[src/rtl/ahb_mtx_dec_param_if.sv]
// Bus bundle between one bus-matrix input stage, its decoder/response mux
// and the output stages it can reach. The slave modport is the decoder's
// view; the master modport is the view of whatever drives the decoder.
interface ahb_mtx_dec_param_if #(
  parameter int NUM_PORTS = 3,
  parameter int DW        = 32,
  parameter int UW        = 32
);

  // input-stage address/data phase
  logic                     HREADYS;
  logic                     sel_dec;
  logic [21:0]              decode_addr_dec;
  logic [1:0]               trans_dec;
  logic                     active_dec;
  logic                     HREADYOUTS;
  logic [1:0]               HRESPS;
  logic [DW-1:0]            HRDATAS;
  logic [UW-1:0]            HRUSERS;

  // output-stage side
  logic [NUM_PORTS-1:0]     sel_out;
  logic [NUM_PORTS-1:0]     active_in;
  logic [NUM_PORTS-1:0]     readyout_in;
  logic [2*NUM_PORTS-1:0]   resp_in;
  logic [DW*NUM_PORTS-1:0]  rdata_in;
  logic [UW*NUM_PORTS-1:0]  ruser_in;

  modport slave (
    input  HREADYS, sel_dec, decode_addr_dec, trans_dec,
    input  active_in, readyout_in, resp_in, rdata_in, ruser_in,
    output active_dec, HREADYOUTS, HRESPS, HRDATAS, HRUSERS, sel_out
  );

  modport master (
    output HREADYS, sel_dec, decode_addr_dec, trans_dec,
    output active_in, readyout_in, resp_in, rdata_in, ruser_in,
    input  active_dec, HREADYOUTS, HRESPS, HRDATAS, HRUSERS, sel_out
  );

endinterface

[src/rtl/ahb_mtx_dec_param.sv]
// Address decoder and data-phase response mux for one bus-matrix input
// stage. Addresses outside every enabled region go to a built-in default
// slave that answers NONSEQ/SEQ with a two-cycle ERROR. The first unmapped
// access is captured and all unmapped accesses are counted for debug.
module ahb_mtx_dec_param #(
  parameter int                      NUM_PORTS = 3,
  parameter logic [22*NUM_PORTS-1:0] ADDR_LO   = {22'h180248, 22'h180244, 22'h180100},
  parameter logic [22*NUM_PORTS-1:0] ADDR_HI   = {22'h18024b, 22'h180247, 22'h180243},
  parameter int                      DW        = 32,
  parameter int                      UW        = 32,
  parameter int                      CNT_W     = 8
) (
  input  logic                 HCLK,
  input  logic                 HRESET,
  input  logic [NUM_PORTS-1:0] port_en,
  input  logic                 err_clr,
  output logic                 err_valid,
  output logic [21:0]          err_addr,
  output logic [CNT_W-1:0]     err_count,
  ahb_mtx_dec_param_if.slave   bus
);

  // Port index NUM_PORTS stands for the default slave.
  localparam int             PW       = $clog2(NUM_PORTS + 1);
  localparam logic [PW-1:0]  DEF_PORT = PW'(NUM_PORTS);
  localparam logic [1:0]     TRANS_IDLE = 2'b00;

  localparam logic [1:0]     ST_OKAY = 2'd0;
  localparam logic [1:0]     ST_ERR1 = 2'd1;
  localparam logic [1:0]     ST_ERR2 = 2'd2;

  localparam logic [1:0]     RESP_OKAY  = 2'b00;
  localparam logic [1:0]     RESP_ERROR = 2'b01;

  logic [PW-1:0]        addr_port;
  logic [PW-1:0]        data_port;
  logic [1:0]           state_q;
  logic                 def_sel;
  logic                 err_ev;
  logic                 def_ready;
  logic [1:0]           def_resp;
  logic [NUM_PORTS-1:0] sel_vec;
  logic                 active_sel;

  // Address decode: lowest matching port wins; an IDLE stays on the data-phase port.
  always_comb begin
    addr_port = DEF_PORT;
    for (int i = NUM_PORTS - 1; i >= 0; i--) begin
      if ((bus.decode_addr_dec >= ADDR_LO[22*i +: 22] &&
           bus.decode_addr_dec <= ADDR_HI[22*i +: 22] && port_en[i]) ||
          (data_port == PW'(i) && bus.trans_dec == TRANS_IDLE)) begin
        addr_port = PW'(i);
      end
    end
  end

  // One-hot output select and active flag of the addressed stage.
  always_comb begin
    sel_vec    = '0;
    active_sel = 1'b1;
    for (int i = 0; i < NUM_PORTS; i++) begin
      if (addr_port == PW'(i)) begin
        sel_vec[i] = bus.sel_dec;
        active_sel = bus.active_in[i];
      end
    end
  end

  assign bus.sel_out    = sel_vec;
  assign bus.active_dec = active_sel;

  // A NONSEQ/SEQ to the default slave is accepted only when it is not stalling.
  assign def_sel = bus.sel_dec & (addr_port == DEF_PORT);
  assign err_ev  = def_sel & bus.HREADYS & bus.trans_dec[1] & (state_q != ST_ERR1);

  // Data-phase port follows the address phase whenever the input stage completes.
  always_ff @(posedge HCLK) begin
    if (HRESET) begin
      data_port <= '0;
    end else if (bus.HREADYS) begin
      data_port <= addr_port;
    end
  end

  // Default-slave ERROR sequencer; ERR2 may chain straight into another ERR1.
  always_ff @(posedge HCLK) begin
    if (HRESET) begin
      state_q <= ST_OKAY;
    end else begin
      case (state_q)
        ST_OKAY: state_q <= err_ev ? ST_ERR1 : ST_OKAY;
        ST_ERR1: state_q <= ST_ERR2;
        ST_ERR2: state_q <= err_ev ? ST_ERR1 : ST_OKAY;
        default: state_q <= ST_OKAY;
      endcase
    end
  end

  assign def_ready = (state_q != ST_ERR1);
  assign def_resp  = (state_q == ST_OKAY) ? RESP_OKAY : RESP_ERROR;

  // Response mux driven purely by the registered data-phase port.
  always_comb begin
    bus.HREADYOUTS = def_ready;
    bus.HRESPS     = def_resp;
    bus.HRDATAS    = '0;
    bus.HRUSERS    = '0;
    for (int i = 0; i < NUM_PORTS; i++) begin
      if (data_port == PW'(i)) begin
        bus.HREADYOUTS = bus.readyout_in[i];
        bus.HRESPS     = bus.resp_in[2*i +: 2];
        bus.HRDATAS    = bus.rdata_in[DW*i +: DW];
        bus.HRUSERS    = bus.ruser_in[UW*i +: UW];
      end
    end
  end

  // Capture the first unmapped address and keep a saturating error count.
  always_ff @(posedge HCLK) begin
    if (HRESET) begin
      err_valid <= 1'b0;
      err_addr  <= '0;
      err_count <= '0;
    end else if (err_ev) begin
      if (!err_valid || err_clr) begin
        err_valid <= 1'b1;
        err_addr  <= bus.decode_addr_dec;
      end
      if (err_clr) begin
        err_count <= CNT_W'(1);
      end else if (err_count != {CNT_W{1'b1}}) begin
        err_count <= err_count + CNT_W'(1);
      end
    end else if (err_clr) begin
      err_valid <= 1'b0;
      err_count <= '0;
    end
  end

endmodule

[src/flat_wrapper.sv]
// flat-port wrapper written by rule: the top's interface ports become plain ports
module ahb_mtx_dec_param_flat 
#(
  parameter int                      NUM_PORTS = 3,
  parameter logic [22*NUM_PORTS-1:0] ADDR_LO   = {22'h180248, 22'h180244, 22'h180100},
  parameter logic [22*NUM_PORTS-1:0] ADDR_HI   = {22'h18024b, 22'h180247, 22'h180243},
  parameter int                      DW        = 32,
  parameter int                      UW        = 32,
  parameter int                      CNT_W     = 8
)
  (HCLK, HRESET, port_en, err_clr, err_valid, err_addr, err_count, bus_HREADYS, bus_sel_dec, bus_decode_addr_dec, bus_trans_dec, bus_active_in, bus_readyout_in, bus_resp_in, bus_rdata_in, bus_ruser_in, bus_active_dec, bus_HREADYOUTS, bus_HRESPS, bus_HRDATAS, bus_HRUSERS, bus_sel_out);
  ahb_mtx_dec_param_if #(.NUM_PORTS(NUM_PORTS), .DW(DW), .UW(UW)) bus_i ();
  input  logic HCLK;
  input  logic HRESET;
  input  logic [NUM_PORTS-1:0] port_en;
  input  logic err_clr;
  output logic err_valid;
  output logic [21:0] err_addr;
  output logic [CNT_W-1:0] err_count;
  input wire logic [$bits(bus_i.HREADYS)-1:0] bus_HREADYS;
  input wire logic [$bits(bus_i.sel_dec)-1:0] bus_sel_dec;
  input wire logic [$bits(bus_i.decode_addr_dec)-1:0] bus_decode_addr_dec;
  input wire logic [$bits(bus_i.trans_dec)-1:0] bus_trans_dec;
  input wire logic [$bits(bus_i.active_in)-1:0] bus_active_in;
  input wire logic [$bits(bus_i.readyout_in)-1:0] bus_readyout_in;
  input wire logic [$bits(bus_i.resp_in)-1:0] bus_resp_in;
  input wire logic [$bits(bus_i.rdata_in)-1:0] bus_rdata_in;
  input wire logic [$bits(bus_i.ruser_in)-1:0] bus_ruser_in;
  output wire logic [$bits(bus_i.active_dec)-1:0] bus_active_dec;
  output wire logic [$bits(bus_i.HREADYOUTS)-1:0] bus_HREADYOUTS;
  output wire logic [$bits(bus_i.HRESPS)-1:0] bus_HRESPS;
  output wire logic [$bits(bus_i.HRDATAS)-1:0] bus_HRDATAS;
  output wire logic [$bits(bus_i.HRUSERS)-1:0] bus_HRUSERS;
  output wire logic [$bits(bus_i.sel_out)-1:0] bus_sel_out;
  assign bus_i.HREADYS = bus_HREADYS;
  assign bus_i.sel_dec = bus_sel_dec;
  assign bus_i.decode_addr_dec = bus_decode_addr_dec;
  assign bus_i.trans_dec = bus_trans_dec;
  assign bus_i.active_in = bus_active_in;
  assign bus_i.readyout_in = bus_readyout_in;
  assign bus_i.resp_in = bus_resp_in;
  assign bus_i.rdata_in = bus_rdata_in;
  assign bus_i.ruser_in = bus_ruser_in;
  assign bus_active_dec = bus_i.active_dec;
  assign bus_HREADYOUTS = bus_i.HREADYOUTS;
  assign bus_HRESPS = bus_i.HRESPS;
  assign bus_HRDATAS = bus_i.HRDATAS;
  assign bus_HRUSERS = bus_i.HRUSERS;
  assign bus_sel_out = bus_i.sel_out;
  ahb_mtx_dec_param #(.NUM_PORTS(NUM_PORTS), .ADDR_LO(ADDR_LO), .ADDR_HI(ADDR_HI), .DW(DW), .UW(UW), .CNT_W(CNT_W)) u_core (.HCLK(HCLK), .HRESET(HRESET), .port_en(port_en), .err_clr(err_clr), .err_valid(err_valid), .err_addr(err_addr), .err_count(err_count), .bus(bus_i));
endmodule
[config.mk]
export PLATFORM = sky130hd
export DESIGN_NAME = ahb_mtx_dec_param_flat
export DESIGN_NICKNAME = d
export VERILOG_FILES = /design/src/rtl/ahb_mtx_dec_param_if.sv /design/src/rtl/ahb_mtx_dec_param.sv /design/src/flat_wrapper.sv
export SDC_FILE = /design/constraint.sdc
export NUM_CORES = 1
export LEC_CHECK = 0
export CORE_AREA = 4 4 128 130
export DETAILED_ROUTE_END_ITERATION = 6
export DIE_AREA = 0 0 132 134
export PLACE_DENSITY_LB_ADDON = 0.05
export SYNTH_ARGS = -nofsm -noshare
export SYNTH_HDL_FRONTEND = slang
export SYNTH_SLANG_ARGS = --single-unit
[constraint.sdc]
create_clock -name HCLK -period 3 [get_ports HCLK]
set_clock_uncertainty 0.2 [all_clocks]
set_input_delay 0.6 -clock HCLK [delete_from_list [all_inputs] [get_ports HCLK]]
set_output_delay 0.6 -clock HCLK [all_outputs]
set_load 0.05 [all_outputs]
== Word-level counts from Yosys, hierarchy flattened ==
Cells that the tools add are included.
Storage, ports and cells
  latch bits: 0
  RAM bits: 0
  bits in read-only memories: 0
  bits in registers: 35
  memories: 0
Cells by class
  multiplexer cells: 31
  bitwise operators: 4
  magnitude comparators: 6
  $mul: 0
  shifts and indexed selects: 0
  equal/unequal tests: 10
  $add $sub $neg: 1
  divide/modulo/power cells: 0
  reductions and logical operators: 24
Operators by type and width (number)
  32-bit 2-to-1 mux: 6
  22-bit by 21-bit greater-or-equal comparator with 1-bit output, second input constant: 3
  22-bit by 21-bit less-or-equal comparator with 1-bit output, second input constant: 3
  8-bit 2-to-1 mux: 4
  1-bit 2-to-1 mux: 15
  2-bit 2-to-1 mux: 5
  1-bit logical AND: 9
  8-bit by 1-bit adder with 8-bit output, second input constant: 1
  2-bit equality test, second input constant: 4
  2-bit logical NOT: 4
  8-bit != test, second input constant: 1
  2-bit by 1-bit equality test with 1-bit output, second input constant: 3
  2-bit AND reduction: 3
  1-bit AND: 4
  1-bit logical OR: 4
  2-bit case mux with 2 select lines: 1
  2-bit nonzero test: 2
  2-bit by 1-bit != test with 1-bit output, second input constant: 1
  2-bit != test, second input constant: 1
  2-bit OR reduction: 1
  1-bit logical NOT: 1

== Logic depth before layout (Yosys ltp) ==
Gate-level depths: netlist (run 1).
  depth in word-level cells: 14
  gate-level depth with buffers: 8

== Least setup slack after synthesis (run 1) ==
Ideal clock, no wire load.
  path type: input to output
  start: input bus_decode_addr_dec[21]
  end: output bus_active_dec
  arrival: 3.058 ns
  slack: -0.858 ns
  stages on the path: 6
  data required time: 2.200 ns
  path buffers: 0
  cell sequence: or4_4 -> nor4_4 -> o221ai_2 -> o21ai_4 -> nor3_1 -> o31ai_1
On the way
  word-level cells in the longest chain between the ends: 11
  elaborated cells on any way between the ends: 24
RTL lines
  from (decl): line flat_wrapper.sv:22  | input wire logic [$bits(bus_i.decode_addr_dec)-1:0] bus_decode_addr_dec;
  22-bit by 21-bit greater-or-equal comparator with 1-bit output / 22-bit by 21-bit less-or-equal comparator with 1-bit output (equally long branches): line ahb_mtx_dec_param.sv:49, ahb_mtx_dec_param.sv:50
  1-bit logical AND: line ahb_mtx_dec_param.sv:49  | if ((bus.decode_addr_dec >= ADDR_LO[22*i +: 22] &&
  1-bit logical AND: line ahb_mtx_dec_param.sv:50  | bus.decode_addr_dec <= ADDR_HI[22*i +: 22] && port_en[i]) ||
  1-bit logical OR: line ahb_mtx_dec_param.sv:50
  1-bit 2-to-1 mux: line ahb_mtx_dec_param.sv:49
  2-bit 2-to-1 mux: line ahb_mtx_dec_param.sv:49
  2-bit 2-to-1 mux *: line ahb_mtx_dec_param.sv:49
  2-bit logical NOT: line ahb_mtx_dec_param.sv:62  | if (addr_port == PW'(i)) begin
  1-bit 2-to-1 mux (2 in series): line ahb_mtx_dec_param.sv:62
  1-bit 2-to-1 mux *: line ahb_mtx_dec_param.sv:62
  to (decl): line flat_wrapper.sv:29  | output wire logic [$bits(bus_i.active_dec)-1:0] bus_active_dec;
Every way passes the cells marked *; elsewhere a longest branch is shown, timed or not.

== Final worst setup path (run 1) ==
  start: input bus_decode_addr_dec[18]
  end: output bus_active_dec
Same word-level chain as after synthesis.

==> results of run 1 <==
-- cell families after synthesis --
kind of cell / count (synthesis) / share of synthesized area, %
compound gates: 98 / 17.62
fa+ha+maj: 1 / 0.3717
buf+inv: 35 / 4.461
flops: 35 / 20.82
mux: 92 / 28.10
simple gates: 181 / 28.62
-- what timing repair did --
action	CTS	global route
setup endpoints to repair	30	4
gates resized for setup	85	23
hold endpoints to repair	0	0
setup buffers	10	4
pin swaps	21	8
-- cell type report --
type | instances | area (um2) | area share, %
Inverter | 4 | 15.01 | 0.1793
Timing Repair Buffer | 393 | 4519 | 53.97
Multi-Input combinational cell | 372 | 2749 | 32.83
Clock buffer | 6 | 128.9 | 1.539
Tap cell | 188 | 235.2 | 2.809
Sequential cell | 35 | 705.7 | 8.427
Antenna cell | 4 | 10.01 | 0.1195
Clock inverter | 2 | 11.26 | 0.1345
-- worst paths after layout --
check | startpoint | endpoint | slack (ns) | depth (start not counted)
setup reg to reg | u_core.data_port[0] | u_core.err_addr[13] | 0.79 | 10
setup / recovery | bus_decode_addr_dec[18] | bus_active_dec | -0.25 | 9
hold / removal | u_core.state_q[0] | u_core.state_q[0] | 0.24 | 1
hold reg to reg | u_core.state_q[0] | u_core.state_q[0] | 0.24 | 1
-- layer usage --
layer | part of all wire, % | vias to the layer above | GRT usage (%) | wire length, um
met2 | 51 | 211 | 38.94 | 10430
li1 | - | 2316 | - | -
met1 | 39 | 2193 | 25.29 | 8054
met4 | 2.4 | 8 | 5.601 | 505
met3 | 7.7 | 32 | 7.014 | 1591
met5 | 0.24 | - | 0 | 49
-- sequential cells by signal, summed over array words and instances, names as in the netlist --
register and flops:
u_core.err_valid 1, u_core.err_count 8, u_core.state_q 2, u_core.err_addr 22, u_core.data_port 2
-- synth_stat cells (all sizes together), types with 3 or more instances --
master  count  area [um2]
nor2       10       37.54
o21ai      68       351.6
buf         8       47.54
nand2      79       296.5
or4         3       26.27
nor3        4       31.28
nand3       9       45.04
or2         4       25.03
inv         4       15.01
mux2i      90       900.9
nand2b     51       319.1
o32ai       3       26.28
o31ai       3       22.52
clkbuf     23       87.58
nor4        8       95.09
nor2b       4       25.02
a21oi       6       30.03
dfxtp      35       700.7
-- stage by stage --
stage                     hold slack [ns]  worst slack, ns  area, um2
after floorplan                    0.2119          -0.2163       3401
after CTS                          0.2423          -0.2856       8290
after global routing               0.2723          -0.3457       8369
after global placement             0.2352          -0.6208       7918
final                              0.2373          -0.2546       8374
after detailed placement           0.2341          -0.7162       7918
-- power breakdown --
part	switching (mW)	internal (mW)	total, mW
clock network	0.206	0.307	0.513
logic	0.949	0.935	1.88
registers	0.0118	0.480	0.492
total	1.17	1.72	2.89
-- worst max-delay path, cell delays in order --
cell and delay, ns:
buf_6 0.09, or4_4 0.55, buf_6 0.14, nor4_4 0.16
o221ai_4 0.18, o21ai_4 0.21, nor3_4 0.07, o31ai_4 0.24
buf_6 0.19
==> impl_metrics.csv, run 1 <==
group,metric,value,unit
clocking,numCtsBuffers,5,
drt,antenna_left,0,
yosys,synthArstFlopShare,0,%
place,dp_hpwl,16960,um
timing,finalCritPeriodShare,108.5,%
clocking,cts_tree,"built",
min_path,worstHoldPathType,"reg -> reg",
yosys,ys.flop_type,"dfxtp_1",
global_route,grt_pass1_wl,30140,um
yosys,synth.avg_cell_area,7.615,um2
place,place_inst,979,
timing,relSlewSlack,64.04,%
worst_setup_path,end_kind,"output port",
clocking,clock_sinks,35,
final_layout,final_cells,1004,
worst_setup_path,cp-start-kind,"input port",
clocking,path_clk_slew,0.06,ns
timing,slew_violations,0,
worst_setup_path,cp_data_required_time,2.20,ns
yosys,synthCells,442,
final_layout,num-fill-cells,1354,
pwr,p_per_area,344.9,mW/mm2
run,cap_violations,0,
clocking,cts_max_level,2,
final_layout,final_layout_size_suffix_gt1_share,23.15,%
final_layout,final_common_cell,"clkdlybuf4s50_1",
floorplan,fp-row-count,45,
timing,clock.fmax,307.3,MHz
yosys,yosys_warnings,0,
timing,worst_pin_slew,0.5377,ns
floorplan,ios,338,
drt,via_per_inst,4.741,
global_route,grt_max_degree,69,
yosys,netlist_area,0.003366,mm2
yosys,ys_types,52,
worst_setup_path,critPathKind,"in -> out",
yosys,synth_seq_area_share,20.82,%
clocking,ctsRootBufferMaster,"clkbuf_16",
place,numPortBuffers,337,
drt,via_count,4760,
clocking,cts_hold_buf,0,
clocking,clk_latency,0.28,ns
pwr,power,2.888,mW
floorplan,die_y,134,um
floorplan,die_width,132,um
timing,period_needed,3.255,ns
worst_setup_path,cp_max_fo,3,
drt,dr.pass1.iters,4,
floorplan,start_util,22.22,%
global_route,grt_overflow,0,
run_status,status,"finished with violations",
pwr,ir_drop,0.2274,mV
drt,routedWlPerCell,20.55,um
drt,drt-total-wl,20640,um
drt,drt-initial-drc-count,168,
pwr,p_leak,3.194,nW
timing,rsz0062_at_grt,"yes",
place,gp_congestion,0.8968,
timing,setup_ws,-0.2546,ns
yosys,synth_nets,679,
worst_setup_path,cp.arrival,2.45,ns
floorplan,core,0.01515,mm2
floorplan,die_area,0.01769,mm2
final_layout,nets,1048,
global_route,track_usage,21.83,%
final_layout,area_delta_synth_final,148.8,%
timing,hold_viol_final,0,
global_route,grt_antenna_before_repair,8,
timing,final.setup.tns,-0.7015,ns
drt,drc_errors,0,
clocking,cts.path.max_buffers,2,
final_layout,fin_util,55.29,%
yosys,synth-edff-count,0,
final_layout,most-common-layout-cells,"242 x clkdlybuf4s50_1, 90 x mux2i_1, 77 x nand2_1",
timing,setup_viol,4,
global_route,grt_pass1_vias,4887,
run_status,violations,"negative setup slack",
yosys,ys_seq_elements,35,
Note: power is estimated with default switching activity, not from simulation.
==> run 2, diff against run 1 <==
Settings changed: CORE_AREA 4 4 128 130 to 2 2 130 132.
Clock period 3 ns to 3.8 ns, I/O delays scaled along.
==> run 2 against run 1 <==
Net effect:
- the run now ends clean
- sequential power fell by 19%
- worst hold slack got worse by 0.0010 ns
- critical path depth up 2
- critical path type unchanged
- routed wire length shrank 9.0%
==> impl_metrics.csv, run 2 (synthesis gave the netlist of run 1 again) <==
group,metric,value,unit
run_status,status,"completed",
final_layout,largest_register_ffs,22,
timing,hold_viol_final,0,
place,pre_cts_ws,-0.2151,ns
worst_setup_path,cp_max_fo,4,
pwr,ir_drop,0.1472,mV
drt,drt-initial-drc-count,180,
drt,dr_wl_met2,9311,um
final_layout,top_register,"u_core.err_addr",
timing,slew_violations,0,
drt,via_per_inst,4.533,
timing,period_needed,3.696,ns
timing,clock.fmax,270.6,MHz
min_path,worst_hold_path.endpoint,"u_core.state_q[0]",
pwr,p_comb_share,59.8,%
place,place_inst,1005,
timing,relSlewSlack,60.09,%
final_layout,num-fill-cells,1615,
final_layout,reg.largest.list,"u_core.err_addr (22), u_core.err_count (8)",
timing,setup_ws,0.1045,ns
global_route,grt_pass1_vias,4647,
clocking,cts_max_level,2,
floorplan,core,0.01629,mm2
worst_setup_path,cp.arrival,2.74,ns
clocking,numCtsBuffers,5,
floorplan,die_y,134,um
timing,finalCritPeriodShare,97.25,%
pwr,p_leak,2.804,nW
pwr,p_seq_share,20.4,%
clocking,ctsRootBufferMaster,"clkbuf_16",
timing,final.setup.tns,0,ns
global_route,grt_max_degree,41,
floorplan,start_util,20.66,%
worst_setup_path,reg2reg_from,"u_core.data_port[1]",
place,gp_congestion,0.8904,
final_layout,final_common_cell,"clkdlybuf4s50_1",
clocking,cts_tree,"built",
min_path,worstHoldPathType,"reg -> reg",
global_route,grt_pass1_wl,28120,um
clocking,clk_latency,0.28,ns
final_layout,regArea,705.7,um2
timing,rsz0062_at_grt,"no",
clocking,cts_hold_buf,0,
pwr,p_switching,0.8345,mW
worst_setup_path,critPathKind,"in -> out",
drt,top_layer_used,"met5",
pwr,netSwitchingFraction,42.65,%
worst_setup_path,cpMostUsedCell,"buf_4",
min_path,holdPathStages,1,
global_route,track_usage,20.32,%
min_path,hold_start,"u_core.state_q[0]",
floorplan,die_width,132,um
worst_setup_path,worstPathCellList,"dlygate4sd2_1 -> nor4_4 -> buf_4 -> a21oi_2 -> a211oi_2 -> buf_4 -> o21ai_4 -> buf_6 -> nor2b_1 -> o31ai_2 -> clkbuf_16",
drt,via_count,4628,
worst_setup_path,r2r_end,"u_core.err_count[4]",
global_route,grt_overflow,0,
drt,dr_wl_met3,1069,um
final_layout,area_delta_synth_final,120.8,%
clocking,clock_sinks,35,
clocking,path_clk_slew,0.05,ns
drt,dr.pass1.iters,4,
worst_setup_path,cp-start-kind,"input port",
place,dp_hpwl,15530,um
final_layout,final_layout_size_suffix_gt1_share,16.13,%
worst_setup_path,end_kind,"output port",
global_route,grt_antenna_before_repair,2,
place,numPortBuffers,337,
drt,routedWlPerCell,18.39,um
final_layout,multi_input_area,0.002608,mm2
worst_setup_path,rrSetupSlack,1.12,ns
final_layout,nets,1038,
pwr,p_per_area,263.3,mW/mm2
worst_setup_path,crit_path_max_incr_delay,0.30,ns
drt,wl_met1,8110,um
timing,worst_pin_slew,0.5967,ns
worst_setup_path,reg2reg_depth,8,
drt,drc_errors,0,
final_layout,final_cells,1021,
timing,setup_viol,0,
pwr,intPower,1.122,mW
floorplan,die_area,0.01769,mm2
run,cap_violations,0,
worst_setup_path,cp_data_required_time,2.84,ns
drt,drt-total-wl,18770,um
worst_setup_path,slowest_stage,"o31ai_2",
clocking,cts.path.max_buffers,2,
drt,antenna_left,0,
pwr,clkPwrFrac,19.7,%
floorplan,fp-row-count,47,
final_layout,most-common-layout-cells,"278 x clkdlybuf4s50_1, 90 x mux2i_1, 78 x nand2_1",
final_layout,fin_util,45.63,%
floorplan,ios,338,
## run 2: power groups by stage
stage | Sequential, mW | Combinational, mW | Clock [mW]
final | 0.399 | 1.17 | 0.386
after floorplan | 0.424 | 0.601 | 0
after detailed placement | 0.408 | 1.16 | 0
after CTS | 0.400 | 1.17 | 0.395
after global placement | 0.407 | 1.16 | 0
after global routing | 0.402 | 1.23 | 0.409
## run 2: timing repair
| action | in CTS | in global routing |
|---|---|---|
| pin swaps | 12 | 11 |
| endpoints found under the hold margin | 0 | 0 |
| cloned | 0 | 0 |
| setup endpoints to repair | 4 | 4 |
| gates resized for setup | 28 | 21 |
| buffers inserted | 4 | 5 |
## run 2: per-stage QoR
stage	instance area, um2	hold WS [ns]	total power, mW
2_1_floorplan	3371	0.2119	1.025
3_3_place_gp	7134	0.2299	1.568
5_1_grt	7432	0.2650	2.038
4_1_cts	7340	0.2376	1.966
3_5_place_dp	7134	0.2304	1.571
6_report	7432	0.2362	1.957
## run 2: final cells by class
class | count | area share [%]
Antenna cell | 1 | 0.03367
Clock buffer | 6 | 1.734
Inverter | 4 | 0.2020
Multi-Input combinational cell | 372 | 35.08
Sequential cell | 35 | 9.495
Tap cell | 220 | 3.704
Timing Repair Buffer | 383 | 49.75
## run 2: worst max-delay path by stage
| stage | from | to | slack (ns) | cells after the start |
|---|---|---|---|---|
| 6_report | bus_decode_addr_dec[12] | bus_active_dec | 0.10 | 11 |
| 5_1_grt | bus_decode_addr_dec[17] | bus_sel_out[2] | 0.007 | 11 |
| 4_1_cts | bus_decode_addr_dec[19] | bus_active_dec | 0.01 | 8 |
| 3_5_place_dp | bus_decode_addr_dec[9] | bus_sel_out[2] | -0.22 | 10 |
| 3_3_place_gp | bus_decode_addr_dec[21] | bus_sel_out[2] | -0.18 | 9 |
| 2_1_floorplan | bus_decode_addr_dec[21] | bus_active_dec | 0.05 | 6 |
## run 2: layer usage
layer / vias to the layer above / GRT usage, %
met3: 16 / 3.817
met1: 2144 / 25.63
met4: 2 / 4.650
met2: 175 / 35.91
met5: - / 0
li1: 2291 / -
## run 2: critical path: cells and delay by family
family	cells	cell delay, ns
compound gates	4	0.63
buf+inv	5	0.97
simple gates	2	0.37
==> run 3, diff against run 2 <==
Settings changed: PLACE_DENSITY from default to 0.61, PLACE_DENSITY_LB_ADDON 0.05 to default.
==> run 3 against run 2 <==
Net effect:
- routed wire length is 5.3% lower
- clock power is 12% higher
- die area stayed put
- count of clock-buffer cells in the layout is 2 higher
- first-iteration DRC count is 11% lower
- global-route usage is 1.5 points lower
- setup slack worse by 0.036 ns
- total power is 2.3% higher
- critical path type unchanged
- largest power group unchanged
==> impl_metrics.csv, run 3 (synthesis gave the netlist of run 1 again) <==
group,metric,value,unit
run_status,status,"completed",
floorplan,start_util,20.66,%
drt,via_per_inst,4.543,
clocking,cts_max_level,2,
timing,final.setup.tns,0,ns
final_layout,diodes,0,
final_layout,top_register,"u_core.err_addr",
pwr,p_comb_share,58.5,%
floorplan,fp-row-count,47,
worst_setup_path,cp_max_fo,4,
global_route,grtUsageMet1,21.34,%
floorplan,die_width,132,um
final_layout,final_layout_size_suffix_gt1_share,16.33,%
global_route,grt_pass1_wl,26500,um
floorplan,die_y,134,um
pwr,ir_drop,0.1692,mV
worst_setup_path,critPathKind,"in -> out",
global_route,met2_usage,35.33,%
final_layout,final_common_cell,"clkdlybuf4s50_1",
clocking,numCtsBuffers,5,
clocking,cts.path.max_buffers,2,
global_route,track_usage,18.82,%
final_layout,nets,1032,
final_layout,area_delta_synth_final,121.1,%
place,place_inst,1004,
worst_setup_path,cp-start-kind,"input port",
worst_setup_path,end_kind,"output port",
timing,hold_viol_final,0,
global_route,grt_use_met3,4.611,%
drt,via_count,4616,
global_route,grt.busiest_layer,"met2",
pwr,intPower,1.162,mW
global_route,grt_max_degree,51,
final_layout,largest_register_ffs,22,
drt,routedWlPerCell,17.49,um
timing,slew_violations,0,
run,cap_violations,0,
place,numPortBuffers,337,
pwr,p_switching,0.8395,mW
clocking,clock_sinks,35,
global_route,grt_overflow,0,
timing,finalCritPeriodShare,98.19,%
timing,clock.fmax,268.0,MHz
floorplan,ios,338,
final_layout,final_cells,1016,
final_layout,most-common-layout-cells,"280 x clkdlybuf4s50_1, 90 x mux2i_1, 80 x buf_4",
clocking,cts_tree,"built",
worst_setup_path,cp_data_required_time,2.84,ns
drt,drt-total-wl,17770,um
pwr,p_seq_share,19.9,%
drt,drc_errors,0,
pwr,p_leak,2.783,nW
drt,dr.pass1.iters,4,
pwr,clkPwrFrac,21.6,%
place,gp_congestion,0.8937,
final_layout,reg.largest.list,"u_core.err_addr (22), u_core.err_count (8)",
global_route,grt_pass1_vias,4719,
drt,drt-initial-drc-count,160,
clocking,path_clk_slew,0.06,ns
pwr,p_per_area,268.9,mW/mm2
timing,period_needed,3.731,ns
clocking,ctsRootBufferMaster,"clkbuf_16",
timing,relSlewSlack,55.02,%
global_route,grt_antenna_before_repair,0,
place,dp_hpwl,14660,um
pwr,netSwitchingFraction,41.95,%
worst_setup_path,cp.arrival,2.77,ns
timing,worst_pin_slew,0.6733,ns
min_path,worstHoldPathType,"reg -> reg",
clocking,clk_latency,0.28,ns
floorplan,core,0.01629,mm2
timing,setup_viol,0,
floorplan,die_area,0.01769,mm2
drt,antenna_left,0,
==> run 3: final cells by class <==
type | instances | area, um2
inverters | 4 | 15.01
multi-input cells | 372 | 2663
repair buffers | 377 | 3626
clock buffers | 8 | 156.4
fillers | 1561 | 8848
flip-flops and latches | 35 | 705.7
well taps | 220 | 275.3
==> run 3: final timing paths <==
path,startpoint,to,slack (ns),cells past startpoint
worst min register to register,u_core.state_q[0],u_core.state_q[0],0.25,1
worst max register to register,u_core.data_port[1],u_core.err_count[5],1.20,7
worst min-delay path,u_core.state_q[0],u_core.state_q[0],0.25,1
worst max-delay path,bus_decode_addr_dec[7],bus_sel_out[2],0.07,9
==> run 3: timing repair <==
item	in CTS	in global routing
hold buffers	0	0
gates resized for setup	22	17
setup endpoints to repair	4	4
setup buffers	2	2
pin swaps	9	12
==> run 3: power by group through the flow <==
stage,logic [mW],registers [mW],clock network [mW]
final,1.17,0.398,0.432
after global routing,1.22,0.400,0.461
after CTS,1.17,0.398,0.440
after detailed placement,1.16,0.405,0
after global placement,1.16,0.405,0
after floorplan,0.601,0.424,0
==> run 3: critical path, cell delays in order <==
cell	delay, ns
clkdlybuf4s50_1	0.46
nor4bb_4	0.28
buf_4	0.15
and2_4	0.18
o311ai_4	0.11
a31o_2	0.23
or2_1	0.25
nor2_2	0.17
buf_12	0.16
==> run 3: per-stage QoR <==
stage / setup WS [ns] / instance area (um2) / total power [mW] / utilization, % / hold slack [ns]
floorplan: 0.04717 / 3371 / 1.025 / - / 0.2119
global placement: -0.09401 / 7114 / 1.560 / 43.67 / 0.2359
detailed placement: -0.1332 / 7114 / 1.567 / 43.67 / 0.2425
CTS: 0.003368 / 7351 / 2.006 / 45.13 / 0.2507
global route: -0.01366 / 7441 / 2.086 / 45.68 / 0.2850
finish: 0.06887 / 7441 / 2.001 / 45.68 / 0.2462
==> run 3: routing by layer <==
metal / routed length, um / vias up
met5: 0 / -
met4: 305 / 0
met3: 1401 / 21
met2: 9433 / 188
met1: 6632 / 2122
li1: - / 2285
